## src/rtl/adcsnap_capture_ctrl.sv

```systemverilog
// ADC snapshot capture controller: arms on a start edge, waits for a trigger,
// then streams qualified samples into the snapshot BRAM and reports status.
module adcsnap_capture_ctrl #(
   parameter int ADDR_W = 11,
   parameter int DATA_W = 32
) (
   input  logic              user_clk,
   input  logic              user_rst_n,
   input  logic [31:0]       ctrl,
   input  logic              trig,
   input  logic [DATA_W-1:0] din,
   input  logic              din_we,
   output logic [ADDR_W-1:0] bram_addr,
   output logic [DATA_W-1:0] bram_data,
   output logic              bram_we,
   output logic [31:0]       status
);

   typedef enum logic [1:0] {
      ST_IDLE    = 2'd0,
      ST_ARMED   = 2'd1,
      ST_CAPTURE = 2'd2,
      ST_DONE    = 2'd3
   } state_t;

   state_t              state_q;
   logic                start_prev_q;
   logic [ADDR_W:0]     count_q;
   logic [ADDR_W-1:0]   addr_q;
   logic [DATA_W-1:0]   data_q;
   logic                we_q;

   logic                start_edge_d;
   logic                wq_d;
   logic                tq_d;
   logic                last_wr_d;
   logic [ADDR_W:0]     count_inc_d;
   logic                unused_ctrl;

   assign start_edge_d = ctrl[0] & ~start_prev_q;
   assign wq_d         = ctrl[2] | din_we;
   assign tq_d         = ctrl[1] | trig;
   assign count_inc_d  = count_q + 1'b1;
   // Count only reaches 2^ADDR_W through the final write, so the low bits
   // being all ones identifies the write that fills the buffer.
   assign last_wr_d    = &count_q[ADDR_W-1:0];
   assign unused_ctrl  = ^ctrl[31:3];

   always_ff @(posedge user_clk or negedge user_rst_n) begin
      if (!user_rst_n) begin
         state_q      <= ST_IDLE;
         start_prev_q <= 1'b0;
         count_q      <= '0;
         addr_q       <= '0;
         data_q       <= '0;
         we_q         <= 1'b0;
      end else begin
         start_prev_q <= ctrl[0];
         we_q         <= 1'b0;
         case (state_q)
            ST_IDLE: begin
               if (start_edge_d) begin
                  state_q <= ST_ARMED;
                  count_q <= '0;
               end
            end
            ST_ARMED: begin
               if (start_edge_d) begin
                  count_q <= '0;
               end else if (tq_d) begin
                  state_q <= ST_CAPTURE;
                  if (wq_d) begin
                     addr_q  <= count_q[ADDR_W-1:0];
                     data_q  <= din;
                     we_q    <= 1'b1;
                     count_q <= count_inc_d;
                     if (last_wr_d) state_q <= ST_DONE;
                  end
               end
            end
            ST_CAPTURE: begin
               // A re-arm wins over a sample arriving in the same cycle.
               if (start_edge_d) begin
                  state_q <= ST_ARMED;
                  count_q <= '0;
               end else if (wq_d) begin
                  addr_q  <= count_q[ADDR_W-1:0];
                  data_q  <= din;
                  we_q    <= 1'b1;
                  count_q <= count_inc_d;
                  if (last_wr_d) state_q <= ST_DONE;
               end
            end
            ST_DONE: begin
               if (start_edge_d) begin
                  state_q <= ST_ARMED;
                  count_q <= '0;
               end
            end
            default: state_q <= ST_IDLE;
         endcase
      end
   end

   assign bram_addr = addr_q;
   assign bram_data = data_q;
   assign bram_we   = we_q;

   always_comb begin
      status            = '0;
      status[31]        = (state_q == ST_DONE);
      status[30]        = (state_q == ST_ARMED);
      status[29]        = (state_q == ST_CAPTURE);
      status[ADDR_W:0]  = count_q;
   end

endmodule

```

## config.mk

```make
export PLATFORM = sky130hd
export DESIGN_NAME = adcsnap_capture_ctrl
export DESIGN_NICKNAME = d
export VERILOG_FILES = /design/src/rtl/adcsnap_capture_ctrl.sv
export SDC_FILE = /design/constraint.sdc
export NUM_CORES = 1
export LEC_CHECK = 0
export ABC_AREA = 1
export BUFFER_PORTS_ARGS = -buffer_cell sky130_fd_sc_hd__buf_2
export CORE_MARGIN = 8
export CORE_UTILIZATION = 42
export CTS_CLUSTER_DIAMETER = 200
export DETAILED_ROUTE_END_ITERATION = 10
export PLACE_DENSITY = 0.81
export SETUP_SLACK_MARGIN = 0.05
export SLEW_MARGIN = 20
export SYNTH_ARGS = -nofsm -noshare
export SYNTH_HDL_FRONTEND = slang
export SYNTH_SLANG_ARGS = --single-unit
```

## constraint.sdc

```tcl
create_clock -name user_clk -period 1.4 [get_ports user_clk]
set_input_delay 0.14 -clock user_clk [delete_from_list [all_inputs] [get_ports user_clk]]
set_output_delay 0.14 -clock user_clk [all_outputs]
set_load 0.02 [all_outputs]
```

==> metrics.txt, run 1 <==
RSZ-0062 raised after global routing true; share of layout cells above drive strength 1 57.5%; GR Layer Usage met3 6.98%; Vias 2796; Clock Latency Late Sink 330 ps; Synth Instances 328; largest family of logic cells by synthesized area simple AND/OR/NAND/NOR gates; Pwr Total 10.6 mW; synth unique cells 24; multiplexer share of the synthesized area 0%; initial DRC count between 90 and 100; maximum clock rate 634 MHz; Combinational Power Share 60.1%; maximum number of pins on one net before global-route repair 60; CP startpoint kind flop; max-slew violations 0; Arr. time, crit path 1800 ps; met1 GRT Util between 10% and 20%; Final period util 113%; Synth async-reset ratio 100%; Post-DP Area 3720 µm²; clock sinks 59; reg2reg start state_q[1]$_DFFE_PN0P_; worst vdd ir roughly 1.6 mV; Synth top area share 50.7%; Area Overhead vs Synth 59.5%; Post-synth EDFFs 0; crit-path leading delay family buffers and inverters; Cell Rows 30; initial antenna violation count 0; Root Driver clkbuf_8; Crit path required time 1620 ps; yosys warns 0; htree depth 3; GR Util met2 29.6%; Compound-Gate Fraction of Synth Area 14.9%; sw power 4.38 mW; Simple-Gate Fraction of Synth Area 17.5%; Clock power frac 14.4%; Commonest cells post-synth nand2_1, dfrtp_1, inv_1; Max-Cap Viols 0; vias in the first global route 2843; crit path cell chain inv_2, ha_4, inv_4, o21ai_2, inv_2, nand3b_4, buf_12, clkbuf_16, o21ai_2; first-pass GRT wire length 13.7 mm; outcome complete, but fails checks; number of antenna-violating nets in the routed design 0; Max Root-Sink Buffers 2; Seq pwr share 25.5%; dpl hpwl 5.55 mm; post-synthesis average cell area slightly below 9 µm²; top-count cell post-synth nand2_1; die height 99.3 µm; worst path bufs/invs 5; hold path start din[19]; synthesized area 2910 µm²; die area ~9900 µm²; HP Class in -> reg; Synth area leaders dfrtp_1, nand2_1, o21ai_2, inv_1, buf_4; Setup crit start state_q[1]$_DFFE_PN0P_; failing checks setup timing; GP Congestion 0.819; CP max stage delay 440 ps; internal power 6.22 mW; CTS tree yes; Top Usage Layer GRT met2; post-layout instance area 4650 µm²; sequential element share of the synthesized area 50.7%; die width 99.3 µm; WL final 9.20 mm; # IOs ~140; final setup margin -177 ps; power per cell area 2280 nW/µm²; final hold vios 0; clk_skew around 7.3 ps; Core ar. roughly 6800 µm²; minimum hold slack 44.1 ps; Tot GR Track Use around 17%; ant diodes 0; CTS Buf Count 9; adder and majority gate portion of the synthesized area 1.72%; post-synthesis register bit count 59; WL/cell 16.0 µm; Synth area leader dfrtp_1; nets@finish 561; Pleak 2.47 nW; Slowest-stage cell, CP dfrtp_2; Synth Area in XOR/XNOR 0%; switch share 41.3%; critical path fanouts, max 11; drc violations 0; starting density of the core 43.1%; I/O Buffers slightly below 100; via-per-instance ratio 4.87; Critical Path End Type flop; residual overflow from global routing 0; Setup CP Type reg -> reg; drt pass-1 iters 4; Worst-path clk slew 70 ps; Synth Flop Type dfrtp_1; count of final setup violators 60; minimum clock period 1580 ps; dpl ws -192 ps
==> final cells by class <==
class	instances	area (µm²)
Fill cell	483	2110
Sequential cell	59	1480
Clock inverter	2	35.0
Tap cell	80	100
Multi-Input combinational cell	201	1390
Timing Repair Buffer	161	1260
Clock buffer	14	153
Inverter	57	226
==> power groups by stage <==
| stage | registers (mW) | clock network, mW | logic [mW] |
|---|---|---|---|
| detailed placement | 2.64 | 0 | 4.23 |
| finish | 2.70 | 1.52 | 6.37 |
| global placement | 2.60 | 0 | 4.10 |
| floorplan | 3.29 | 0 | 2.15 |
| global route | 2.75 | 1.64 | 6.78 |
| CTS | 2.61 | 1.54 | 5.44 |
==> worst min-delay path: cells and delay by family <==
family / cells / cell delay, ps
buffers and inverters: 2 / 140
AO/OA/AOI/OAI: 1 / 50
==> per-layer routing <==
metal  share of wire [%]  vias to the layer above
met5                   0                        -
met2                  51                      114
met3                 6.5                       16
met1                  41                     1349
li1                    -                     1317
met4                 1.7                        0
==> path summary, 6_finish.rpt <==
kind / end / slack (ps) / cells past startpoint
setup reg to reg: bram_data[31]$_DFFE_PN0P_ / -180 / 9
hold reg to reg: bram_data[27]$_DFFE_PN0P_ / 480 / 2
hold / removal: bram_data[19]$_DFFE_PN0P_ / 40 / 3
min in group asynchronous: bram_addr[3]$_DFFE_PN0P_ / 340 / 3
max in group asynchronous: state_q[0]$_DFFE_PN0P_ / 760 / 3
setup / recovery: bram_data[31]$_DFFE_PN0P_ / -180 / 9
==> state kept, by name, summed over array words and instances (netlist names) <==
register / flops
bram_addr: 11
count_q: 12
state_q: 2
start_prev_q: 1
bram_we: 1
bram_data: 32
==> layout by cell type (no fill, tap or decap), types with 3 or more instances in the layout <==
cell,Yosys,routed
buf_4,18,38
inv_2,4,7
o21ai_2,32,39
clkbuf_8,0,10
conb_1,1,17
buf_6,1,17
dfrtp_1,59,53
dfrtp_2,0,6
a21oi_2,0,5
clkbuf_16,0,4
clkbuf_1,0,4
nand2_1,78,46
nand4_1,5,5
ha_4,0,3
nor2_1,18,10
inv_1,53,47
nor3_1,7,5
o21ai_1,13,12
nor2_4,1,8
buf_2,4,91
buf_16,0,3
nand2_2,1,22
buf_12,0,3
nand2_4,1,10
nand3_1,7,4
==> cells by family (layout without fill, tap and decap cells) <==
family	count (synthesis)	after routing
adder cells (fa/ha/maj)	4	4
AO/OA/AOI/OAI	61	61
other	1	17
buffers and inverters	84	234
flip-flops	59	59
AND/OR/NAND/NOR	119	119
==> what timing repair did <==
action	CTS	global route
setup endpoints to repair	60	62
hold endpoints to repair	60	0
buffers inserted	17	8
hold buffers	2	0
gates resized for setup	61	54
pin swaps	13	10
cloned	2	5
==> per-stage QoR <==
stage / setup TNS [ps] / util [%] / std cells
finish: -7500 / 68.8 / 574
detailed placement: -7750 / 55.0 / 528
CTS: -5150 / 64.0 / 564
global route: -11160 / 68.8 / 574
global placement: -5200 / 55.0 / 528
floorplan: -3510 / - / 344
Power figures use the tool's default switching activity.
==> run 2, diff against run 1 <==
- MAX_ROUTING_LAYER: not set -> met4
==> run 2 against run 1 <==
- the run still ends with setup timing left
- clock-buffer cell count is the same
- die area is the same
- final area grew 0.54%
- via count grew 0.72%
- clock power is essentially flat
- clock skew grew 3.7 ps
- maximum frequency shrank 0.63%
- first-iteration DRC count shrank 4.4%
- routed wire length is essentially flat
- critical path type unchanged
- highest routed layer unchanged
==> metrics.txt, run 2 (same netlist as run 1, synthesis figures left out) <==
share of layout cells above drive strength 1 just under 60%; fin util 69.1%; final hold vios 0; drc violations 0; post-layout instance area 4670 µm²; minimum hold slack 44.8 ps; max-slew violations 0; CTS Buf Count 9; starting density of the core a little over two fifths; die height around 99 µm; Post-DP Area 3720 µm²; power per cell area 2280 nW/µm²; Area Overhead vs Synth 60.3%; ant diodes 0; Vias 2816; Critical Path End Type flop; Filler Cell Count 474; number of flip-flops in the largest register 32; first-pass GRT wire length 13.6 mm; number of antenna-violating nets in the routed design 0; Tot GR Track Use 17.8%; # IOs 144; Pleak 2.48 nW; Worst-path clk slew 70 ps; Root Driver clkbuf_8; clock sinks 59; dpl hpwl 5.55 mm; WL/cell 16.0 µm; Arr. time, crit path 1800 ps; Setup CP Type reg -> reg; I/O Buffers 97; initial antenna violation count 0; Max Root-Sink Buffers 2; drt pass-1 iters 4; Max-Cap Viols 0; final setup margin -187 ps; commonest non-fill, non-tap cell in the layout buf_2; maximum number of pins on one net before global-route repair 60; Final period util 113%; die width 99.3 µm; outcome complete, but fails checks; CTS tree yes; count of final setup violators 58; maximum clock rate 630 MHz; RSZ-0062 raised after global routing true; failing checks setup timing; CP startpoint kind flop; worst vdd ir around 1.5 mV; clk_skew 11.0 ps; minimum clock period 1590 ps; Clock Latency Late Sink 330 ps; WL final 9.19 mm; Crit path required time 1620 ps; most frequent cells in the layout buf_2, dfrtp_1, inv_1; GP Congestion between 0.8 and 0.9; Core ar. 6760 µm²; residual overflow from global routing 0; HP Class in -> reg; htree depth 3; initial DRC count 87; die area 9860 µm²; nets@finish 562; critical path fanouts, max 9; Cell Rows 30; vias in the first global route between 2000 and 3000; via-per-instance ratio 4.90
-- run 2: worst paths after layout --
path,startpoint,end,slack (ps),cells after the start
min,din[19],bram_data[19]$_DFFE_PN0P_,40,3
min in group asynchronous,user_rst_n,bram_addr[3]$_DFFE_PN0P_,340,3
max,state_q[1]$_DFFE_PN0P_,bram_data[0]$_DFFE_PN0P_,-190,10
max in group asynchronous,user_rst_n,state_q[0]$_DFFE_PN0P_,760,3
max reg2reg,state_q[1]$_DFFE_PN0P_,bram_data[0]$_DFFE_PN0P_,-190,10
min reg2reg,bram_data[27]$_DFFE_PN0P_,bram_data[27]$_DFFE_PN0P_,480,2
-- run 2: timing repair --
action                     4_1_cts  5_1_grt
setup buffers                   17        9
hold endpoints to repair        60        0
hold buffers                     2        0
gates resized for setup         61       58
pin swaps                       13       10
setup endpoints to repair       60       62
gates cloned                     2        5
-- run 2: final cells by class --
cell class                      count  area, µm²  share of cell area (%)
Tap cell                           80        100                    2.14
Inverter                           57        226                    4.85
Timing Repair Buffer              162       1270                    27.2
Clock inverter                      2       35.0                   0.750
Multi-Input combinational cell    201       1410                    30.1
Sequential cell                    59       1480                    31.8
Clock buffer                       14        153                    3.27
-- run 2: per-stage QoR --
stage / total power, mW / worst slack (ps) / cells / setup TNS, ps
after floorplan: 5.44 / -90.7 / 344 / -3510
after global routing: 11.2 / -240 / 575 / -11240
after detailed placement: 6.87 / -192 / 528 / -7750
after global placement: 6.70 / -121 / 528 / -5200
final: 10.7 / -187 / 575 / -8100
after CTS: 9.59 / -135 / 564 / -5150
-- run 2: per-layer routing --
layer / GRT usage (%) / share of wire, %
met4: 6.29 / 2.3
met3: 6.28 / 6.4
met1: 19.3 / 41
met2: 29.6 / 51
met5: - / 0
-- run 2: power breakdown --
group | switching (mW) | internal (mW)
sequential | 0.407 | 2.29
clock | 0.656 | 0.872
combinational | 3.35 | 3.08
total | 4.41 | 6.25
-- run 2: worst max-delay path: stages (launching register included) --
cell       delay (ps)
dfrtp_2           420
inv_2              60
ha_4              180
nand3_4            70
o21ai_2            60
inv_2              80
nand3b_4          130
buf_12            180
clkbuf_16         160
nand2_1            60
o21ai_1            50
